--- config.mk ---
export PLATFORM = sky130hd
export DESIGN_NAME = axi_mem_tester
export DESIGN_NICKNAME = d
export VERILOG_FILES = /design/src/rtl/axi_pkg.sv /design/src/rtl/axi_pattern_gen.sv /design/src/rtl/axi_mem_tester.sv
export SDC_FILE = /design/constraint.sdc
export NUM_CORES = 1
export LEC_CHECK = 0
export BUFFER_PORTS_ARGS = -buffer_cell sky130_fd_sc_hd__buf_4
export CAP_MARGIN = 20
export CORE_AREA = 2 2 155 157
export DETAILED_ROUTE_END_ITERATION = 12
export DIE_AREA = 0 0 157 159
export PLACE_DENSITY = 0.56
export SETUP_SLACK_MARGIN = 0.4
export SYNTH_ARGS = -nofsm -noshare
export SYNTH_HDL_FRONTEND = slang
export SYNTH_SLANG_ARGS = --single-unit
--- constraint.sdc ---
create_clock -name clk -period 3.3 [get_ports clk]
set_input_delay 0.66 -clock clk [delete_from_list [all_inputs] [get_ports clk]]
set_output_delay 0.66 -clock clk [all_outputs]
set_load 0.01 [all_outputs]
--- src/rtl/axi_pkg.sv ---
// Shared AXI4 constants, response codes, tester FSM states and the AxSIZE encoder.
package axi_pkg;

  localparam logic [1:0]  INCR_BURST_TYPE  = 2'b01;
  localparam int unsigned MAX_BURST_LENGTH = 256;

  localparam int unsigned AXSIZE_W = 3;
  localparam int unsigned PROT_W   = 3;
  localparam int unsigned QOS_W    = 4;
  localparam int unsigned CACHE_W  = 4;
  localparam int unsigned RESP_W   = 2;

  typedef enum logic [RESP_W-1:0] {
    RESP_OKAY   = 2'b00,
    RESP_EXOKAY = 2'b01,
    RESP_SLVERR = 2'b10,
    RESP_DECERR = 2'b11
  } resp_e;

  typedef enum logic [2:0] {
    S_IDLE,
    S_WADDR,
    S_WDATA,
    S_WRESP,
    S_RADDR,
    S_RDATA,
    S_FIN
  } state_e;

  // Fixed AW/AR attributes shared by both address channels
  typedef struct packed {
    logic [7:0]          len;
    logic [AXSIZE_W-1:0] size;
    logic [1:0]          burst;
    logic                lock;
    logic [CACHE_W-1:0]  cache;
    logic [PROT_W-1:0]   prot;
    logic [QOS_W-1:0]    qos;
  } ax_attr_t;

  function automatic logic [AXSIZE_W-1:0] size_enc(input int unsigned bytes);
    logic [AXSIZE_W-1:0] enc;
    enc = '0;
    for (int unsigned i = 0; i < 8; i++) begin
      if ((32'd1 << i) == bytes) enc = AXSIZE_W'(i);
    end
    return enc;
  endfunction

endpackage

--- src/rtl/axi_pattern_gen.sv ---
// Maps a beat byte address to the expected data word: (addr ^ SEED) replicated.
module axi_pattern_gen
  import axi_pkg::*;
#(
  parameter int unsigned ADDR_W = 12,
  parameter int unsigned DATA_W = 128,
  parameter logic [31:0] SEED   = 32'hA5A5_0000
) (
  input  logic [ADDR_W-1:0] beat_addr_i,
  output logic [DATA_W-1:0] pattern_o_c
);

  localparam int unsigned WORDS = DATA_W / 32;

  logic [31:0] word_c;

  always_comb begin
    word_c      = 32'(beat_addr_i) ^ SEED;
    pattern_o_c = {WORDS{word_c}};
  end

endmodule

--- src/rtl/axi_mem_tester.sv ---
// AXI4 master that writes an address-derived pattern over a region with INCR
// bursts, reads it back and reports completion, errors and the first bad address.
module axi_mem_tester
  import axi_pkg::*;
#(
  parameter int unsigned C_AXI_ADDR_WIDTH = 12,
  parameter int unsigned C_AXI_DATA_WIDTH = 128,
  parameter int unsigned C_AXI_ID_WIDTH   = 1,
  parameter int unsigned BURST_LEN        = 16,
  parameter int unsigned NUM_BURSTS       = 16,
  parameter int unsigned BASE_ADDR        = 0,
  parameter logic [31:0] SEED             = 32'hA5A5_0000
) (
  input  logic                          clk,
  input  logic                          resetn,
  input  logic                          start,
  output logic                          busy,
  output logic                          done,
  output logic                          error,
  output logic [15:0]                   mismatch_count,
  output logic [C_AXI_ADDR_WIDTH-1:0]   first_err_addr,
  output logic [C_AXI_ID_WIDTH-1:0]     m_axi_awid,
  output logic [C_AXI_ADDR_WIDTH-1:0]   m_axi_awaddr,
  output logic [7:0]                    m_axi_awlen,
  output logic [2:0]                    m_axi_awsize,
  output logic [1:0]                    m_axi_awburst,
  output logic                          m_axi_awlock,
  output logic [3:0]                    m_axi_awcache,
  output logic [2:0]                    m_axi_awprot,
  output logic [3:0]                    m_axi_awqos,
  output logic                          m_axi_awvalid,
  input  logic                          m_axi_awready,
  output logic [C_AXI_DATA_WIDTH-1:0]   m_axi_wdata,
  output logic [C_AXI_DATA_WIDTH/8-1:0] m_axi_wstrb,
  output logic                          m_axi_wlast,
  output logic                          m_axi_wvalid,
  input  logic                          m_axi_wready,
  input  logic [C_AXI_ID_WIDTH-1:0]     m_axi_bid,
  input  logic [1:0]                    m_axi_bresp,
  input  logic                          m_axi_bvalid,
  output logic                          m_axi_bready,
  output logic [C_AXI_ID_WIDTH-1:0]     m_axi_arid,
  output logic [C_AXI_ADDR_WIDTH-1:0]   m_axi_araddr,
  output logic [7:0]                    m_axi_arlen,
  output logic [2:0]                    m_axi_arsize,
  output logic [1:0]                    m_axi_arburst,
  output logic                          m_axi_arlock,
  output logic [3:0]                    m_axi_arcache,
  output logic [2:0]                    m_axi_arprot,
  output logic [3:0]                    m_axi_arqos,
  output logic                          m_axi_arvalid,
  input  logic                          m_axi_arready,
  input  logic [C_AXI_ID_WIDTH-1:0]     m_axi_rid,
  input  logic [1:0]                    m_axi_rresp,
  input  logic [C_AXI_DATA_WIDTH-1:0]   m_axi_rdata,
  input  logic                          m_axi_rlast,
  input  logic                          m_axi_rvalid,
  output logic                          m_axi_rready
);

  localparam int unsigned BYTES        = C_AXI_DATA_WIDTH / 8;
  localparam int unsigned BURST_BYTES  = BURST_LEN * BYTES;
  localparam int unsigned REGION_BYTES = BURST_BYTES * NUM_BURSTS;
  localparam logic [8:0]  LAST_BEAT    = 9'(BURST_LEN - 1);
  localparam logic [15:0] LAST_BURST   = 16'(NUM_BURSTS - 1);

  localparam ax_attr_t AX_ATTR = '{
    len:   8'(BURST_LEN - 1),
    size:  size_enc(BYTES),
    burst: INCR_BURST_TYPE,
    lock:  1'b0,
    cache: '0,
    prot:  '0,
    qos:   '0
  };

  if (C_AXI_DATA_WIDTH < 32 || C_AXI_DATA_WIDTH > 1024 ||
      (C_AXI_DATA_WIDTH & (C_AXI_DATA_WIDTH - 1)) != 0) begin : g_chk_width
    $error("axi_mem_tester: C_AXI_DATA_WIDTH must be a power of two in 32..1024");
  end
  if (BURST_LEN < 1 || BURST_LEN > MAX_BURST_LENGTH || NUM_BURSTS < 1) begin : g_chk_len
    $error("axi_mem_tester: BURST_LEN must be 1..256 and NUM_BURSTS at least 1");
  end
  if (BURST_BYTES == 0 || (32'd4096 % BURST_BYTES) != 0) begin : g_chk_4k
    $error("axi_mem_tester: BURST_LEN*BYTES must divide 4096");
  end
  if ((64'(BASE_ADDR) + 64'(REGION_BYTES)) > (64'd1 << C_AXI_ADDR_WIDTH)) begin : g_chk_region
    $error("axi_mem_tester: test region exceeds the address space");
  end
  if (BURST_BYTES != 0 && (BASE_ADDR % BURST_BYTES) != 0) begin : g_chk_align
    $error("axi_mem_tester: BASE_ADDR must be aligned to BURST_LEN*BYTES");
  end

  state_e state_q, state_d;

  logic [8:0]                  beat_q, beat_d;
  logic [15:0]                 burst_q, burst_d;
  logic [C_AXI_ADDR_WIDTH-1:0] addr_q, addr_c;
  logic [C_AXI_DATA_WIDTH-1:0] exp_q, pattern_c;
  logic awvalid_q, awvalid_d, wvalid_q, wvalid_d, wlast_q, wlast_d;
  logic bready_q, bready_d, arvalid_q, arvalid_d, rready_q, rready_d;
  logic busy_q, busy_d, done_q, done_d, error_q, error_d;
  logic [15:0]                 cnt_q, cnt_d;
  logic [C_AXI_ADDR_WIDTH-1:0] first_q, first_d;

  logic aw_hs, w_hs, b_hs, ar_hs, r_hs;
  logic beat_last, burst_last, start_acc, fail_c;
  logic unused_c;

  assign aw_hs      = awvalid_q & m_axi_awready;
  assign w_hs       = wvalid_q & m_axi_wready;
  assign b_hs       = bready_q & m_axi_bvalid;
  assign ar_hs      = arvalid_q & m_axi_arready;
  assign r_hs       = rready_q & m_axi_rvalid;
  assign beat_last  = (beat_q == LAST_BEAT);
  assign burst_last = (burst_q == LAST_BURST);
  assign start_acc  = start & ((state_q == S_IDLE) | (state_q == S_FIN));
  assign unused_c   = ^{m_axi_bid, m_axi_rid};

  always_ff @(posedge clk or negedge resetn) begin
    if (!resetn) state_q <= S_IDLE;
    else         state_q <= state_d;
  end

  always_comb begin
    state_d = state_q;
    case (state_q)
      S_IDLE, S_FIN: if (start)               state_d = S_WADDR;
      S_WADDR:       if (aw_hs)               state_d = S_WDATA;
      S_WDATA:       if (w_hs && beat_last)   state_d = S_WRESP;
      S_WRESP:       if (b_hs)                state_d = burst_last ? S_RADDR : S_WADDR;
      S_RADDR:       if (ar_hs)               state_d = S_RDATA;
      S_RDATA:       if (r_hs && beat_last)   state_d = burst_last ? S_FIN : S_RADDR;
      default:                                state_d = S_IDLE;
    endcase
  end

  // Channel controls are registered from the next state
  always_comb begin
    awvalid_d = (state_d == S_WADDR);
    wvalid_d  = (state_d == S_WDATA);
    wlast_d   = (state_d == S_WDATA) && (beat_d == LAST_BEAT);
    bready_d  = (state_d == S_WRESP);
    arvalid_d = (state_d == S_RADDR);
    rready_d  = (state_d == S_RDATA);
    busy_d    = (state_d != S_IDLE) && (state_d != S_FIN);
    done_d    = done_q;
    if (start_acc)          done_d = 1'b0;
    if (state_d == S_FIN)   done_d = 1'b1;
  end

  // Beat/burst counters; a missing rlast never stalls, the beat count ends a burst
  always_comb begin
    beat_d  = beat_q;
    burst_d = burst_q;
    if (start_acc) begin
      beat_d  = '0;
      burst_d = '0;
    end else if ((state_q == S_WDATA && w_hs) || (state_q == S_RDATA && r_hs)) begin
      beat_d = beat_last ? 9'd0 : beat_q + 9'd1;
      if (state_q == S_RDATA && beat_last) burst_d = burst_last ? 16'd0 : burst_q + 16'd1;
    end else if (state_q == S_WRESP && b_hs) begin
      burst_d = burst_last ? 16'd0 : burst_q + 16'd1;
    end
    addr_c = C_AXI_ADDR_WIDTH'(BASE_ADDR + (32'(burst_d) * BURST_LEN + 32'(beat_d)) * BYTES);
  end

  axi_pattern_gen #(
    .ADDR_W (C_AXI_ADDR_WIDTH),
    .DATA_W (C_AXI_DATA_WIDTH),
    .SEED   (SEED)
  ) u_pattern (
    .beat_addr_i (addr_c),
    .pattern_o_c (pattern_c)
  );

  // Error tracking; addr_q is the burst base during WRESP
  always_comb begin
    fail_c = 1'b0;
    if (b_hs && m_axi_bresp != RESP_OKAY) fail_c = 1'b1;
    if (r_hs && (m_axi_rresp != RESP_OKAY || m_axi_rdata != exp_q || m_axi_rlast != beat_last))
      fail_c = 1'b1;
    error_d = error_q;
    cnt_d   = cnt_q;
    first_d = first_q;
    if (start_acc) begin
      error_d = 1'b0;
      cnt_d   = '0;
      first_d = '0;
    end else if (fail_c) begin
      error_d = 1'b1;
      if (cnt_q != 16'hFFFF) cnt_d = cnt_q + 16'd1;
      if (!error_q)          first_d = addr_q;
    end
  end

  always_ff @(posedge clk or negedge resetn) begin
    if (!resetn) begin
      awvalid_q <= 1'b0;
      wvalid_q  <= 1'b0;
      wlast_q   <= 1'b0;
      bready_q  <= 1'b0;
      arvalid_q <= 1'b0;
      rready_q  <= 1'b0;
      busy_q    <= 1'b0;
      done_q    <= 1'b0;
    end else begin
      awvalid_q <= awvalid_d;
      wvalid_q  <= wvalid_d;
      wlast_q   <= wlast_d;
      bready_q  <= bready_d;
      arvalid_q <= arvalid_d;
      rready_q  <= rready_d;
      busy_q    <= busy_d;
      done_q    <= done_d;
    end
  end

  always_ff @(posedge clk or negedge resetn) begin
    if (!resetn) begin
      beat_q  <= '0;
      burst_q <= '0;
      addr_q  <= '0;
      exp_q   <= '0;
      error_q <= 1'b0;
      cnt_q   <= '0;
      first_q <= '0;
    end else begin
      beat_q  <= beat_d;
      burst_q <= burst_d;
      addr_q  <= addr_c;
      exp_q   <= pattern_c;
      error_q <= error_d;
      cnt_q   <= cnt_d;
      first_q <= first_d;
    end
  end

  assign busy           = busy_q;
  assign done           = done_q;
  assign error          = error_q;
  assign mismatch_count = cnt_q;
  assign first_err_addr = first_q;

  assign m_axi_awid    = '0;
  assign m_axi_awaddr  = addr_q;
  assign m_axi_awlen   = AX_ATTR.len;
  assign m_axi_awsize  = AX_ATTR.size;
  assign m_axi_awburst = AX_ATTR.burst;
  assign m_axi_awlock  = AX_ATTR.lock;
  assign m_axi_awcache = AX_ATTR.cache;
  assign m_axi_awprot  = AX_ATTR.prot;
  assign m_axi_awqos   = AX_ATTR.qos;
  assign m_axi_awvalid = awvalid_q;

  assign m_axi_wdata  = exp_q;
  assign m_axi_wstrb  = '1;
  assign m_axi_wlast  = wlast_q;
  assign m_axi_wvalid = wvalid_q;
  assign m_axi_bready = bready_q;

  assign m_axi_arid    = '0;
  assign m_axi_araddr  = addr_q;
  assign m_axi_arlen   = AX_ATTR.len;
  assign m_axi_arsize  = AX_ATTR.size;
  assign m_axi_arburst = AX_ATTR.burst;
  assign m_axi_arlock  = AX_ATTR.lock;
  assign m_axi_arcache = AX_ATTR.cache;
  assign m_axi_arprot  = AX_ATTR.prot;
  assign m_axi_arqos   = AX_ATTR.qos;
  assign m_axi_arvalid = arvalid_q;
  assign m_axi_rready  = rready_q;

endmodule

==> flow_metrics.py <==
metrics = {
    "timing": {
        "fin_crit_ns": 2.77,
        "fin_tns_setup_ns": 0,
        "final-hold-violation-count": 0,
        "slew_violations": 0,
        "fmax_mhz": 361,
        "worst_pin_slew_ns": 0.897,
        "skew_ns": 0.00843,
        "relSlewSlack": 0.402,
        "hold_slack_ns": 0.443,
        "rsz0062_at_grt": "yes",
        "setup_slack_ns": 0.533,
        "final.period_utilization": 0.838,
        "setup_viol": 0,
    },
    "pwr": {
        "p_leak_nw": 3.77,
        "p_total_mw": 3.23,
        "powerDensity_mw_per_mm2": 436,
        "vdd_ir_drop_max_uv": 179,
    },
    "die": {
        "ios": 400,
        "die_x_um": 157,
        "initial_core_util": 0.250,
        "die-area_sq_mm": 0.0250,
        "die_h_um": 159,
        "fp-row-count": 56,
        "core-area_sq_mm": 0.0232,
    },
    "critical_path": {
        "required_ns": 3.57,
        "crit_type": "flip-flop to flip-flop",
        "r2r-start": "beat_q[6]",
        "crit_path_max_fanout": 6,
        "endpoint_kind": "flip-flop",
        "cp-startpoint": "beat_q[6]",
        "start_kind": "flip-flop",
        "worst-endpoint-arrival_ns": 3.04,
    },
    "grt": {
        "grt_overflow_total": 0,
        "antenna_found_initial": 0,
        "grt_start_max_net_pins": 67,
        "grt_use_total": 0.142,
        "grt_first_pass_wirelength_mm": 26.9,
        "grt_pass1_vias": 4593,
    },
    "synthesis": {
        "ys_warn_count": 0,
        "synth_edf_count": 0,
        "synth_seq_cells": 66,
        "ys_seq_area_frac": 0.285,
        "synth_top_area_frac": 0.285,
        "synth_ff_type": "dfrtp_1",
        "synth_top_cell_by_area": "buf_4",
        "yosysUniqueCellTypes": 62,
        "syn_area_per_cell_sq_um": 8.50,
        "ys_async_sr_fraction": 1.00,
        "syn_inst": 681,
        "synth_area_leaders": "buf_4, dfrtp_1, nor4_1",
        "synth_area_sq_mm": 0.00579,
    },
    "detailed_routing": {
        "drtIter0Drc": 287,
        "via_count": 5071,
        "avgViaCountPerCell": 4.25,
        "drcViolationCount": 0,
        "drt_pass1_iterations": 4,
        "drt-wirelength-per-cell_um": 15.8,
        "drt-total-wl_mm": 18.8,
        "ant_nets": 0,
    },
    "clock_network": {
        "numCtsBuffers": 9,
        "clkTransAtPathRegs_ns": 0.06,
        "root_buffer": "clkbuf_16",
        "numClockSinks": 66,
        "cts.htree.levels": 3,
        "cts_tree": "built",
        "clockBufferDepth": 2,
        "clk_latency_ns": 0.35,
    },
    "cells_and_area": {
        "layout.nets": 1020,
        "final_cell_mix": "buf_4, conb_1, dfrtp_1",
        "antennaDiodeCount": 0,
        "layout-drive-gt1-share": 0.352,
        "area_growth_pct": 27.8,
        "layout_commonest_cell": "buf_4",
    },
    "hold_path": {
        "hp-class": "input pin to async pin",
    },
    "outcome": {
        "outcome": "completed",
    },
    "place": {
        "portBuffers": 253,
        "dp_hpwl_mm": 15.1,
        "place_ws_ns": 0.186,
        "gp_congestion": 0.775,
    },
    "flow_run": {
        "maxCapViolations": 0,
    },
}
## worst paths after layout
check	cells after the start	endpoint	slack, ns
setup / recovery	9	m_axi_wdata[107]	0.53
hold / removal	1	mismatch_count[0]	0.44
setup reg to reg	9	m_axi_wdata[107]	0.53
hold reg to reg	1	burst_q[12]	0.51
max in group asynchronous	1	beat_q[1]	2.27
min in group clk	1	burst_q[12]	0.51
## Yosys cell counts (4+ instances only)
cell,number
ha_1,6
nor2b_1,6
inv_1,5
nand3_1,31
nor3_1,10
a41o_1,6
xor2_1,8
dfrtp_1,66
a21oi_1,10
mux2i_1,9
nand4b_1,4
or3_1,7
a31oi_1,11
or4_1,10
o311ai_0,7
o21ai_0,26
nand4_1,24
and3_1,18
o211ai_1,4
nand2b_1,9
nand2_1,42
nor2_1,34
nor4_1,29
xnor2_1,11
clkbuf_1,14
buf_4,220
## worst max-delay path, stage by stage (launching register included)
cell     delay, ns
dfrtp_1       0.41
or4_1         0.59
nor4_4        0.27
o21ai_1       0.21
o21ai_1       0.29
ha_1          0.28
a21o_1        0.17
a21oi_1       0.16
xor2_1        0.19
xnor2_1       0.13
## kinds of logic after synthesis
group	count (synthesis)	synth area share
AO/OA/AOI/OAI	91	0.111
multiplexers	10	0.0175
flip-flops	66	0.285
other	2	0.00130
AND/OR/NAND/NOR	239	0.232
buffers and inverters	247	0.307
adder cells (fa/ha/maj)	7	0.0164
XOR/XNOR	19	0.0287
## state kept, by name, summed over array words and instances (netlist names)
name / count
burst_q: 16
m_axi_wdata: 5
m_axi_bready: 1
beat_q: 9
mismatch_count: 16
m_axi_wlast: 1
m_axi_awvalid: 1
error: 1
done: 1
m_axi_wvalid: 1
m_axi_arvalid: 1
state_q: 3
first_err_addr: 8
busy: 1
m_axi_rready: 1
## cell type report
cell class / count / area, sq um
Multi-Input combinational cell: 511 / 2920
Inverter: 5 / 18.8
Timing Repair Buffer: 277 / 2080
Sequential cell: 66 / 1650
Clock buffer: 10 / 239
Clock inverter: 6 / 90.1
Tap cell: 319 / 399
Fill cell: 2441 / 15800
## report_power, final
| group | internal (mW) | switching [mW] | leakage (nW) |
|---|---|---|---|
| combinational | 0.508 | 0.644 | 2.71 |
| sequential | 0.896 | 0.118 | 0.903 |
| clock | 0.683 | 0.376 | 0.159 |
## stage by stage
step	area, sq um	utilization	instances
after floorplan	6330	-	824
after global placement	7040	0.303	1176
after detailed placement	7040	0.303	1176
after CTS	7360	0.318	1192
after global routing	7400	0.319	1194
final	7400	0.319	1194
## layer usage
layer  vias up  share of wire  track usage
li1       2461              -            -
met3        17          0.077       0.0329
met1      2389           0.42        0.185
met4         0          0.014       0.0384
met5         -              0            0
met2       204           0.48        0.234
## repair_timing
| action | in CTS | in global routing |
|---|---|---|
| setup endpoints to repair | 2 | 24 |
| resized for setup | 1 | 5 |
| hold buffers | 0 | 0 |
| pin swaps | 0 | 2 |
| buffers inserted | 0 | 2 |
| gates cloned | 0 | 0 |
(Power assumes the default switching activity.)
